==> src/rtl/hazard_pkg.sv <==
// Shared types and constants for the pipeline stall/flush sequencer.
package hazard_pkg;

  typedef enum logic [1:0] {
    RUN        = 2'd0,
    LOAD_STALL = 2'd1,
    BR_FLUSH   = 2'd2,
    MEM_WAIT   = 2'd3
  } hz_state_t;

  localparam logic [31:0] NOP_INSTR = 32'hE320F000;
  localparam logic [3:0]  REG_PC    = 4'd15;

  function automatic logic reg_match(input logic en, input logic [3:0] src,
                                     input logic [3:0] dst);
    return en && (src == dst);
  endfunction

endpackage

==> src/rtl/hazard_if.sv <==
// Decode/execute hazard fields in, stall/flush controls out.
// HAZARD_PERF_CNT_EN adds the perf_stall_cnt/perf_flush_cnt signals.
interface hazard_if;
  logic [3:0] dec_rn;
  logic [3:0] dec_rm;
  logic [3:0] dec_rs;
  logic [2:0] dec_use;
  logic       ex_is_load;
  logic [3:0] ex_rd;
  logic       branch_taken;
  logic       mem_busy;
  logic       stall_fetch;
  logic       stall_decode;
  logic       stall_execute;
  logic       flush_decode;
  logic       flush_execute;
  logic       mem_err;
  logic [1:0] state_dbg;
`ifdef HAZARD_PERF_CNT_EN
  logic [15:0] perf_stall_cnt;
  logic [15:0] perf_flush_cnt;

  modport master (
    output dec_rn, dec_rm, dec_rs, dec_use, ex_is_load, ex_rd, branch_taken, mem_busy,
    input  stall_fetch, stall_decode, stall_execute, flush_decode, flush_execute, mem_err,
    input  state_dbg, perf_stall_cnt, perf_flush_cnt
  );
  modport slave (
    input  dec_rn, dec_rm, dec_rs, dec_use, ex_is_load, ex_rd, branch_taken, mem_busy,
    output stall_fetch, stall_decode, stall_execute, flush_decode, flush_execute, mem_err,
    output state_dbg, perf_stall_cnt, perf_flush_cnt
  );
`else
  modport master (
    output dec_rn, dec_rm, dec_rs, dec_use, ex_is_load, ex_rd, branch_taken, mem_busy,
    input  stall_fetch, stall_decode, stall_execute, flush_decode, flush_execute, mem_err,
    input  state_dbg
  );
  modport slave (
    input  dec_rn, dec_rm, dec_rs, dec_use, ex_is_load, ex_rd, branch_taken, mem_busy,
    output stall_fetch, stall_decode, stall_execute, flush_decode, flush_execute, mem_err,
    output state_dbg
  );
`endif
endinterface

==> src/rtl/hazard_detect.sv <==
// Load-use comparator: decode reads a register the execute-stage LDR is about to write.
module hazard_detect
  import hazard_pkg::*;
(
  input  logic [3:0] dec_rn,
  input  logic [3:0] dec_rm,
  input  logic [3:0] dec_rs,
  input  logic [2:0] dec_use,
  input  logic       ex_is_load,
  input  logic [3:0] ex_rd,
  output logic       hz
);

  always_comb begin
    hz = ex_is_load & (reg_match(dec_use[0], dec_rn, ex_rd) |
                       reg_match(dec_use[1], dec_rm, ex_rd) |
                       reg_match(dec_use[2], dec_rs, ex_rd));
  end

endmodule

==> src/rtl/pipeline_hazard_controller.sv <==
// Stall/flush sequencer for the 5-stage pipeline: load-use, taken branch, memory wait-states.
// Define HAZARD_PERF_CNT_EN to add saturating stall-cycle and branch-flush counters.
module pipeline_hazard_controller
  import hazard_pkg::*;
#(
  parameter int unsigned FLUSH_CYCLES = 2,
  parameter int unsigned MEM_TIMEOUT  = 15
) (
  input logic     clk,
  input logic     rst,
  hazard_if.slave hif
);

  localparam logic [2:0] CntReload = 3'(FLUSH_CYCLES - 1);
  localparam logic [7:0] WcntMax   = 8'(MEM_TIMEOUT);

  hz_state_t  state_q, state_d;
  logic [2:0] cnt_q, cnt_d;
  logic [7:0] wcnt_q, wcnt_d;
  logic       hz;
  logic       stall_fetch, stall_decode, stall_execute;
  logic       flush_decode, flush_execute, mem_err;

  hazard_detect u_hazard_detect (
    .dec_rn    (hif.dec_rn),
    .dec_rm    (hif.dec_rm),
    .dec_rs    (hif.dec_rs),
    .dec_use   (hif.dec_use),
    .ex_is_load(hif.ex_is_load),
    .ex_rd     (hif.ex_rd),
    .hz        (hz)
  );

  always_ff @(posedge clk) begin
    if (rst) begin
      state_q <= RUN;
      cnt_q   <= '0;
      wcnt_q  <= '0;
    end else begin
      state_q <= state_d;
      cnt_q   <= cnt_d;
      wcnt_q  <= wcnt_d;
    end
  end

  always_comb begin
    state_d = state_q;
    cnt_d   = cnt_q;
    wcnt_d  = wcnt_q;
    unique case (state_q)
      RUN: begin
        if (hif.mem_busy) begin
          state_d = MEM_WAIT;
          wcnt_d  = '0;
        end else if (hif.branch_taken) begin
          state_d = BR_FLUSH;
          cnt_d   = CntReload;
        end else if (hz) begin
          state_d = LOAD_STALL;
        end
      end
      LOAD_STALL: state_d = RUN;
      // Further taken branches here are wrong-path and already squashed.
      BR_FLUSH: begin
        if (cnt_q == '0) state_d = RUN;
        else             cnt_d   = cnt_q - 3'd1;
      end
      MEM_WAIT: begin
        if (!hif.mem_busy) begin
          state_d = RUN;
          wcnt_d  = '0;
        end else if (wcnt_q == WcntMax) begin
          wcnt_d = '0;
        end else begin
          wcnt_d = wcnt_q + 8'd1;
        end
      end
      default: state_d = RUN;
    endcase
  end

  // Only RUN looks at live inputs; gated by rst so a held reset yields quiet outputs.
  always_comb begin
    stall_fetch   = 1'b0;
    stall_decode  = 1'b0;
    stall_execute = 1'b0;
    flush_decode  = 1'b0;
    flush_execute = 1'b0;
    mem_err       = 1'b0;
    unique case (state_q)
      RUN: begin
        if (!rst) begin
          if (hif.mem_busy) begin
            stall_fetch   = 1'b1;
            stall_decode  = 1'b1;
            stall_execute = 1'b1;
          end else if (hif.branch_taken) begin
            flush_decode  = 1'b1;
            flush_execute = 1'b1;
          end else if (hz) begin
            stall_fetch   = 1'b1;
            stall_decode  = 1'b1;
            flush_execute = 1'b1;
          end
        end
      end
      LOAD_STALL: ;
      BR_FLUSH: flush_decode = 1'b1;
      MEM_WAIT: begin
        stall_fetch   = 1'b1;
        stall_decode  = 1'b1;
        stall_execute = 1'b1;
        mem_err       = (wcnt_q == WcntMax);
      end
      default: ;
    endcase
  end

  assign hif.stall_fetch   = stall_fetch;
  assign hif.stall_decode  = stall_decode;
  assign hif.stall_execute = stall_execute;
  assign hif.flush_decode  = flush_decode;
  assign hif.flush_execute = flush_execute;
  assign hif.mem_err       = mem_err;
  assign hif.state_dbg     = state_q;

`ifdef HAZARD_PERF_CNT_EN
  logic [15:0] perf_stall_q, perf_flush_q;
  logic        any_stall, flush_evt;

  always_comb begin
    any_stall = stall_fetch | stall_decode | stall_execute;
    flush_evt = (state_q == RUN) && !rst && !hif.mem_busy && hif.branch_taken;
  end

  always_ff @(posedge clk) begin
    if (rst) begin
      perf_stall_q <= '0;
      perf_flush_q <= '0;
    end else begin
      if (any_stall && (perf_stall_q != 16'hFFFF)) perf_stall_q <= perf_stall_q + 16'd1;
      if (flush_evt && (perf_flush_q != 16'hFFFF)) perf_flush_q <= perf_flush_q + 16'd1;
    end
  end

  assign hif.perf_stall_cnt = perf_stall_q;
  assign hif.perf_flush_cnt = perf_flush_q;
`endif

endmodule

==> src/flat_wrapper.sv <==
// flat-port wrapper written by rule: the top's interface ports become plain ports
module pipeline_hazard_controller_flat import hazard_pkg::*;
#(
  parameter int unsigned FLUSH_CYCLES = 2,
  parameter int unsigned MEM_TIMEOUT  = 15
)
  (clk, rst, hif_dec_rn, hif_dec_rm, hif_dec_rs, hif_dec_use, hif_ex_is_load, hif_ex_rd, hif_branch_taken, hif_mem_busy, hif_stall_fetch, hif_stall_decode, hif_stall_execute, hif_flush_decode, hif_flush_execute, hif_mem_err, hif_state_dbg);
  hazard_if hif_i ();
  input logic clk;
  input logic rst;
  input wire logic [$bits(hif_i.dec_rn)-1:0] hif_dec_rn;
  input wire logic [$bits(hif_i.dec_rm)-1:0] hif_dec_rm;
  input wire logic [$bits(hif_i.dec_rs)-1:0] hif_dec_rs;
  input wire logic [$bits(hif_i.dec_use)-1:0] hif_dec_use;
  input wire logic [$bits(hif_i.ex_is_load)-1:0] hif_ex_is_load;
  input wire logic [$bits(hif_i.ex_rd)-1:0] hif_ex_rd;
  input wire logic [$bits(hif_i.branch_taken)-1:0] hif_branch_taken;
  input wire logic [$bits(hif_i.mem_busy)-1:0] hif_mem_busy;
  output wire logic [$bits(hif_i.stall_fetch)-1:0] hif_stall_fetch;
  output wire logic [$bits(hif_i.stall_decode)-1:0] hif_stall_decode;
  output wire logic [$bits(hif_i.stall_execute)-1:0] hif_stall_execute;
  output wire logic [$bits(hif_i.flush_decode)-1:0] hif_flush_decode;
  output wire logic [$bits(hif_i.flush_execute)-1:0] hif_flush_execute;
  output wire logic [$bits(hif_i.mem_err)-1:0] hif_mem_err;
  output wire logic [$bits(hif_i.state_dbg)-1:0] hif_state_dbg;
  assign hif_i.dec_rn = hif_dec_rn;
  assign hif_i.dec_rm = hif_dec_rm;
  assign hif_i.dec_rs = hif_dec_rs;
  assign hif_i.dec_use = hif_dec_use;
  assign hif_i.ex_is_load = hif_ex_is_load;
  assign hif_i.ex_rd = hif_ex_rd;
  assign hif_i.branch_taken = hif_branch_taken;
  assign hif_i.mem_busy = hif_mem_busy;
  assign hif_stall_fetch = hif_i.stall_fetch;
  assign hif_stall_decode = hif_i.stall_decode;
  assign hif_stall_execute = hif_i.stall_execute;
  assign hif_flush_decode = hif_i.flush_decode;
  assign hif_flush_execute = hif_i.flush_execute;
  assign hif_mem_err = hif_i.mem_err;
  assign hif_state_dbg = hif_i.state_dbg;
  pipeline_hazard_controller #(.FLUSH_CYCLES(FLUSH_CYCLES), .MEM_TIMEOUT(MEM_TIMEOUT)) u_core (.clk(clk), .rst(rst), .hif(hif_i));
endmodule
==> config.mk <==
export PLATFORM = sky130hd
export DESIGN_NAME = pipeline_hazard_controller_flat
export DESIGN_NICKNAME = d
export VERILOG_FILES = /design/src/rtl/hazard_pkg.sv /design/src/rtl/hazard_if.sv /design/src/rtl/hazard_detect.sv /design/src/rtl/pipeline_hazard_controller.sv /design/src/flat_wrapper.sv
export SDC_FILE = /design/constraint.sdc
export NUM_CORES = 1
export LEC_CHECK = 0
export CAP_MARGIN = 30
export CORE_MARGIN = 1.5
export CORE_UTILIZATION = 55
export CTS_CLUSTER_SIZE = 28
export DETAILED_ROUTE_END_ITERATION = 8
export DONT_BUFFER_PORTS = 1
export GPL_TIMING_DRIVEN = 1
export PLACE_DENSITY = 0.73
export SYNTH_ARGS = -nofsm -noshare
export SYNTH_HDL_FRONTEND = slang
export SYNTH_SLANG_ARGS = --single-unit
==> constraint.sdc <==
create_clock -name clk -period 2.6 [get_ports clk]
set_clock_uncertainty 0.15 [all_clocks]
set_input_delay 0.39 -clock clk [delete_from_list [all_inputs] [get_ports clk]]
set_output_delay 0.39 -clock clk [all_outputs]
set_load 0.02 [all_outputs]
## Word-level counts from Yosys, hierarchy flattened

Cells that the tools add are included.

| storage, ports and cells | value |
|---|---|
| register bits | 13 |
| bits of input ports | 24 |

| cells by class | value |
|---|---|
| add/sub/neg operators | 2 |
| eq/ne operators | 14 |
| mux-type cells | 31 |
| bitwise operators | 3 |
| reductions and logical operators | 10 |

Operators by type and width:

| cell | number |
|---|---|
| 8-bit 2-to-1 mux | 3 |
| 8-bit case mux with 2 select lines | 1 |
| 1-bit 2-to-1 mux | 14 |
| 4-bit == test | 3 |
| 2-bit 2-to-1 mux | 5 |
| 2-bit != test (second input constant) | 5 |
| 3-bit 2-to-1 mux | 3 |
| 8-bit by 1-bit adder with 8-bit output (second input constant) | 1 |
| 8-bit by 4-bit == test with 1-bit output (second input constant) | 1 |
| 2-bit case mux with 4 select lines | 1 |
| 1-bit case mux with 2 select lines | 3 |
| 3-bit case mux with 2 select lines | 1 |
| 2-bit == test (second input constant) | 2 |
| 4-bit by 3-bit != test with 1-bit output (second input constant) | 1 |
| 4-bit AND reduction | 1 |
| 2-bit nonzero test | 2 |
| 1-bit logical AND | 3 |
| 3-bit logical NOT | 1 |
| 3-bit AND reduction | 1 |
| 3-bit by 1-bit subtractor with 3-bit output (second input constant) | 1 |
| 2-bit by 1-bit == test with 1-bit output (second input constant) | 1 |
| 2-bit logical NOT | 1 |
| 2-bit by 1-bit != test with 1-bit output (second input constant) | 1 |
| 1-bit OR | 2 |
| 2 further kinds | 2 |

## Depth between registers and ports, before layout

Gate-level depths: netlist of the first run.

| depth | value |
|---|---|
| depth in word-level cells | 10 |
| mapped depth | 8 |

## By module

A second synthesis of the first run with hierarchy kept.

| unflattened totals | value |
|---|---|
| cell total of the unflattened synthesis | 112 |
| area, all modules | 944.7 um^2 |

By module, submodules not included:

| module | times used | cells an instance | area an instance (um^2) | seq. area each (um^2) |
|---|---|---|---|---|
| pipeline_hazard_controller | 1 | 93 | 800.8 | 260.2 |
| hazard_detect | 1 | 19 | 143.9 | 0.0 |

## Worst setup path after synthesis of the first run

OpenSTA, ideal clock, no wires.

| path | value |
|---|---|
| path type | register to output |
| start point | reg u_core.state_q[1], in the netlist u_core.hif.state_dbg[1] |
| end point | out hif_stall_fetch |
| arrival time | 1861 ps |
| path slack | 199 ps |
| cell stages (with the launch flop) | 9 |
| path buffers | 1 |
| cells stage by stage | dfxtp_1 -> inv_1 -> ha_1 -> inv_2 -> nor2_1 -> nand2_1 -> o21bai_1 -> a21oi_1 -> buf_4 |

| between the ends | value |
|---|---|
| word-level cells in the longest chain between the ends | 2 |
| elaborated cells on any way between the ends | 3 |
| classes of those cells | eq/ne (1); mux (1); reduce/logical (1) |

Ends and longest elaborated chain:

| item | RTL line | text |
|---|---|---|
| start: declaration | pipeline_hazard_controller.sv:17 | `hz_state_t state_q, state_d;` |
| start signal: assignment | pipeline_hazard_controller.sv:40 | `state_q <= state_d;` |
| 2-bit == test or 2-bit logical NOT (tied branches) | - |  |
| 1-bit case mux with 2 select lines * | - |  |
| end: declaration | flat_wrapper.sv:19 | `output wire logic [$bits(hif_i.stall_fetch)-1:0] hif_stall_fetch;` |

Every way passes the cells marked *; elsewhere a longest branch is shown, timed or not.

## Worst setup path in the final report of the first run

| path | value |
|---|---|
| start point | reg u_core.state_q[0], in the netlist u_core.hif.state_dbg[0] |
| end point | out hif_stall_decode |

| between the ends | value |
|---|---|
| word-level cells in the longest chain between the ends | 2 |
| elaborated cells on any way between the ends | 3 |
| classes of those cells | eq/ne (1); mux (1); reduce/logical (1) |

Ends and longest elaborated chain:

| item | RTL line | text |
|---|---|---|
| 2-bit == test or 2-bit logical NOT (tied branches) | pipeline_hazard_controller.sv:90 | `unique case (state_q)` |
| 1-bit case mux with 2 select lines * | pipeline_hazard_controller.sv:90 |  |
| end: declaration | flat_wrapper.sv:20 | `output wire logic [$bits(hif_i.stall_decode)-1:0] hif_stall_decode;` |

Marked as above.

==> metrics.md, run 1 <==
| Metric | Value |
|---|---|
| Synth Register Bits | `13` |
| Unrepaired setup endpoints after global routing | `no` |
| HPWL Detailed | `1.46 mm` |
| Leak Pwr | `0.396 nW` |
| Internal | `0.340 mW` |
| Global-route wire length before repair | `3.16 mm` |
| CP startpoint kind | `flip-flop` |
| Vias in the first global route | `770` |
| Synthesized cell area | `927 um^2` |
| DP Area | `957 um^2` |
| Clock transition at path regs | `0.08 ns` |
| Post-Route Setup TNS | `0 ns` |
| Psw | `0.188 mW` |
| Final min period | `2.46 ns` |
| Worst-Margin Slew | `0.455 ns` |
| Unique masters post-synth | `34` |
| Max Clock Freq | `0.406 GHz` |
| Number of buffers created by CTS | `3` |
| Clock Tree Buf Depth | `2` |
| DRC errors left | `0` |
| WP data required | `2.06 ns` |
| Post-Route WL | `1.85 mm` |
| Tot GR Track Use | `22.1%` |
| CTS H-tree lvls | `1` |
| WL/cell | `13.6 um` |
| Post-Syn Area per Cell | `7.99 um^2` |
| CP Capture Type | `output port` |
| Setup violators final | `0` |
| Clock sink count | `13` |
| Final instance area | `997 um^2` |
| Final Hold Viols | `0` |
| Synthesis Warnings | `0` |
| Gr ovfl total | `0` |
| Die Height | `44.1 um` |
| Via count | `794` |
| Synthesis-to-finish area growth | `7.56%` |
| Row count | `14` |
| Clock Latency Late Sink | `0.29 ns` |
| Initial Util | `60.1%` |
| First drt pass iteration count | `2` |
| Comb pwr share | `32.5%` |
| Sequential fraction of the synthesis area | `28.1%` |
| Diode count | `0` |
| CTS tree | `done` |
| DRT iter0 DRCs | `8` |
| Seq pwr share | `43.3%` |
| Clock Power Share | `24.3%` |
| Die X | `44.1 um` |
| Hold crit path type | `in -> reg` |
| WP data arrival | `1.92 ns` |
| Core footprint | `1540 um^2` |
| Vias per cell | `5.84` |
| Die area | `1940 um^2` |
| Fin util | `64.7%` |
| Final layout net count | `151` |
| WS Path Type | `reg -> out` |
| Mapped Nets | `146` |
| Async SR Flop Fraction | `0%` |
| Initial antenna violation count | `0` |
| Fillers | `140` |
| Mapped Cells | `116` |
| Final Hold Slack | `0.0110 ns` |
| Layout cells sized above 1 | `9.17%` |
| Crit Path Max Fanout | `7` |
| Count of input and output buffers | `0` |
| GP Congestion | `0.829` |
| Slew Viols, Final | `0` |
| Crit share post-route | `94.8%` |
| Sw frac | `35.6%` |
| Clock root buffer | `clkbuf_4` |
| Peak supply drop | `0.321 mV` |
| Slew headroom | `69.6%` |
| Register Area | `260 um^2` |
| Main synth FF type | `dfxtp_1` |
| Antenna Violating Nets Remaining | `0` |
| Pwr dens | `529 nW/um^2` |
| Largest net degree at the start of global routing | `14` |
| Setup bufs post-CTS | `0` |
| Footprint of the multi-input gates | `629 um^2` |
| Number of synthesized flops with an enable pin | `0` |
| Max-Cap Viols | `0` |
| Status | `finished, final reports clean` |
| Num ports | `32` |
## power by group through the flow
stage	clock, mW	sequential [mW]	combinational, mW
3_5_place_dp	0	0.233	0.159
3_3_place_gp	0	0.232	0.157
2_1_floorplan	0	0.231	0.134
6_report	0.128	0.228	0.171
5_1_grt	0.140	0.231	0.190
4_1_cts	0.135	0.228	0.161
## final timing paths
path / start / end / slack (ns) / cells past startpoint
worst max-delay path: u_core.hif.state_dbg[0] / hif_stall_decode / 0.14 / 8
worst min-delay path: rst / u_core.wcnt_q[2] / 0.01 / 1
worst max register to register: u_core.hif.state_dbg[0] / u_core.wcnt_q[7] / 0.55 / 7
worst min register to register: u_core.cnt_q[0] / u_core.cnt_q[0] / 0.33 / 1
## flip-flops by register name, summed over array words and instances, names as in the netlist
signal                flops
u_core.wcnt_q             8
u_core.cnt_q              3
u_core.hif.state_dbg      2
## critical path: stages, from the launching register on
cell,delay (ns)
dfxtp_1,0.41
inv_1,0.16
ha_4,0.20
inv_2,0.07
nor2_1,0.18
nand2_1,0.10
o21bai_1,0.16
a21oi_1,0.16
buf_4,0.21
## synthesized netlist by cell type, types with 2 or more instances
cell / instances / area, um^2
nor4_1: 3 / 18.8
clkbuf_1: 2 / 7.51
xnor2_1: 8 / 70.1
o21ai_0: 2 / 10.0
xor2_1: 10 / 87.6
a21oi_1: 4 / 20.0
nand2b_1: 3 / 18.8
nand3_1: 5 / 25.0
mux2i_1: 2 / 20.0
ha_1: 6 / 75.1
o21ai_1: 3 / 15.0
dfxtp_1: 13 / 260
and3_1: 3 / 18.8
nor2_1: 15 / 56.3
o211ai_1: 2 / 15.0
inv_1: 7 / 26.3
nand2_1: 7 / 26.3
nor3_1: 4 / 20.0
o21bai_1: 2 / 15.0
## area by class of cell
cell class	count	area share, %
clock buffer	3	2.26
clock inverter	1	0.502
inverter	8	3.01
multi-input combinational	91	63.1
sequential	13	26.1
tap	16	2.01
timing repair buffer	4	3.01
## cells in the final DEF (no fill, tap or decap), types with 4 or more instances in the layout
| master | Yosys | layout |
|---|---|---|
| inv_1 | 7 | 7 |
| xnor2_1 | 8 | 8 |
| a21oi_1 | 4 | 4 |
| nor2_1 | 15 | 15 |
| nand2_1 | 7 | 7 |
| buf_4 | 1 | 4 |
| xor2_1 | 10 | 10 |
| nand3_1 | 5 | 5 |
| ha_1 | 6 | 5 |
| nor3_1 | 4 | 4 |
| dfxtp_1 | 13 | 13 |
## kinds of logic after synthesis
| family | count (synthesis) | share of synthesized area, % |
|---|---|---|
| AO/OA/AOI/OAI | 22 | 17.0 |
| flip-flops | 13 | 28.1 |
| AND/OR/NAND/NOR | 43 | 22.3 |
| adder cells (fa/ha/maj) | 6 | 8.10 |
| multiplexers | 2 | 2.16 |
| XOR/XNOR | 18 | 17.0 |
| buffers and inverters | 12 | 5.40 |
## layer usage
metal / vias to the layer above / wire (um) / track usage (%)
li1: 409 / - / -
met1: 360 / 812 / 25.6
met2: 20 / 889 / 37.4
met3: 5 / 110 / 6.12
met4: 0 / 36 / 10.9
met5: - / 0 / 0
## through the flow
step	setup WS [ns]	total power [mW]	cells
finish	0.136	0.528	136
global route	0.0123	0.561	136
CTS	0.0281	0.524	136
detailed placement	0.365	0.392	132
global placement	0.441	0.389	132
floorplan	0.199	0.365	116
## timing repair
action                                  in CTS  in global routing
endpoints found under the setup margin       0                  2
hold buffers                                 0                  0
gates resized for setup                      0                  2
endpoints found under the hold margin        0                  0
No activity file was read; power rests on OpenSTA's default activity.
==> run 2: changes to the inputs <==
--- a/config.mk
+++ b/config.mk
@@ -6,13 +6,14 @@
 export NUM_CORES = 1
 export LEC_CHECK = 0
 export CAP_MARGIN = 30
+export CORE_ASPECT_RATIO = 1.5
 export CORE_MARGIN = 1.5
-export CORE_UTILIZATION = 55
+export CORE_UTILIZATION = 47
 export CTS_CLUSTER_SIZE = 28
 export DETAILED_ROUTE_END_ITERATION = 8
 export DONT_BUFFER_PORTS = 1
 export GPL_TIMING_DRIVEN = 1
-export PLACE_DENSITY = 0.73
+export PLACE_DENSITY = 0.65
 export SYNTH_ARGS = -nofsm -noshare
 export SYNTH_HDL_FRONTEND = slang
 export SYNTH_SLANG_ARGS = --single-unit
==> metrics.md, run 2 (same netlist as run 1, synthesis figures left out) <==
| Metric | Value |
|---|---|
| Internal | `0.342 mW` |
| Die area | `2250 um^2` |
| Cts hold-fix bufs | `0` |
| Pre-CTS WS | `0.370 ns` |
| Core footprint | `1850 um^2` |
| Vias per cell | `5.82` |
| Final layout net count | `151` |
| Final Hold Slack | `0.0262 ns` |
| DRT iter0 DRCs | `8` |
| WS Path Type | `reg -> out` |
| Psw | `0.181 mW` |
| Clock Tree Buf Depth | `2` |
| Tot GR Track Use | `19.0%` |
| Max Clock Freq | `0.415 GHz` |
| CP startpoint kind | `flip-flop` |
| Number of buffers created by CTS | `3` |
| First drt pass iteration count | `4` |
| Crit Path Max Fanout | `7` |
| GP Congestion | `0.778` |
| Clock Power Share | `24.2%` |
| Most common cell after layout, fill and taps aside | `nor2_1` |
| Die Height | `57.4 um` |
| Non-filler cells, final | `141` |
| Pwr Total | `0.523 mW` |
| Max-Cap Viols | `0` |
| Post-Route WL | `1.90 mm` |
| Global-route wire length before repair | `3.04 mm` |
| Setup bufs post-CTS | `0` |
| Final Hold Viols | `0` |
| Antenna Violating Nets Remaining | `0` |
| HPWL Detailed | `1.57 mm` |
| Slew Viols, Final | `0` |
| WP data required | `2.06 ns` |
| DRC errors left | `0` |
| Seq pwr share | `43.6%` |
| Gr ovfl total | `0` |
| Num ports | `32` |
| Post-Route Setup TNS | `0 ns` |
| Post-cts sizing count | `0` |
| Status | `finished, final reports clean` |
| Largest register by flop count | `u_core.wcnt_q` |
| Crit share post-route | `92.6%` |
| Initial antenna violation count | `0` |
| Clock sink count | `13` |
| DP Cell Count | `137` |
| Count of input and output buffers | `0` |
| Leak Pwr | `0.394 nW` |
| Vias in the first global route | `781` |
| Pwr dens | `522 nW/um^2` |
| Clock root buffer | `clkbuf_4` |
| Most frequent cells in the layout | `15 x nor2_1, 13 x dfxtp_1, 10 x xor2_1` |
| CP Capture Type | `output port` |
| Sw frac | `34.6%` |
| Setup ws final | `0.191 ns` |
| Comb pwr share | `32.2%` |
| Row count | `19` |
| Via count | `820` |
| Initial Util | `50.0%` |
| Slew headroom | `70.6%` |
| Setup violators final | `0` |
| Unrepaired setup endpoints after global routing | `no` |
| Max reg flops | `8` |
| WP data arrival | `1.87 ns` |
| CTS H-tree lvls | `1` |
| WL/cell | `13.4 um` |
| CTS tree | `done` |
| Die X | `39.3 um` |
| Clock transition at path regs | `0.08 ns` |
| Worst-Margin Slew | `0.440 ns` |
| Hold crit path type | `in -> reg` |
| Final min period | `2.41 ns` |
| Layout cells sized above 1 | `8.33%` |
| Clock Latency Late Sink | `0.28 ns` |
| Largest net degree at the start of global routing | `14` |
| Peak supply drop | `0.349 mV` |
| Synthesis-to-finish area growth | `8.10%` |
| Diode count | `0` |
run 2: changes by cell type in the layout (fill, tap and decap cells not counted):
cell | before | now
clkinv_2 | 1 | 0
clkbuf_1 | 0 | 1
run 2: per-stage QoR:
| stage | utilization [%] | area (um^2) |
|---|---|---|
| floorplan | - | 927 |
| global placement | 52.0 | 963 |
| detailed placement | 52.0 | 963 |
| CTS | 53.4 | 990 |
| global route | 54.0 | 1000 |
| finish | 54.0 | 1000 |
run 2: power groups by stage:
stage,Clock (mW),Combinational (mW),Sequential (mW)
finish,0.127,0.168,0.228
global route,0.145,0.190,0.230
CTS,0.131,0.160,0.228
detailed placement,0,0.160,0.233
global placement,0,0.157,0.233
floorplan,0,0.134,0.231
run 2: layout make-up:
type	count	area (um^2)
Fill cell	188	852
Multi-Input combinational cell	91	629
Sequential cell	13	260
Timing Repair Buffer	4	30.0
Inverter	8	30.0
Clock buffer	4	26.3
Tap cell	21	26.3
run 2: routing by layer:
metal | vias to the layer above | global-route usage, % | routed length [um]
met4 | 0 | 8.87 | 40
met1 | 381 | 18.4 | 703
met3 | 5 | 3.89 | 94
met2 | 22 | 35.5 | 1060
li1 | 412 | - | -
met5 | - | 0 | 0
run 2: critical path: stages, from the launching register on:
cell,delay (ns)
dfxtp_1,0.41
inv_1,0.17
ha_4,0.20
inv_2,0.07
nor2_1,0.16
nand2_1,0.09
o21bai_1,0.16
a21oi_1,0.15
buf_4,0.19
run 2: path summary, 6_finish.rpt:
check                                              from               end  slack (ns)  cells after the start
worst min register to register          u_core.cnt_q[0]   u_core.cnt_q[0]        0.31                      1
worst max-delay path            u_core.hif.state_dbg[0]   hif_stall_fetch        0.19                      8
worst max register to register  u_core.hif.state_dbg[1]  u_core.wcnt_q[7]        0.53                      7
worst min-delay path                                rst  u_core.wcnt_q[2]        0.03                      1
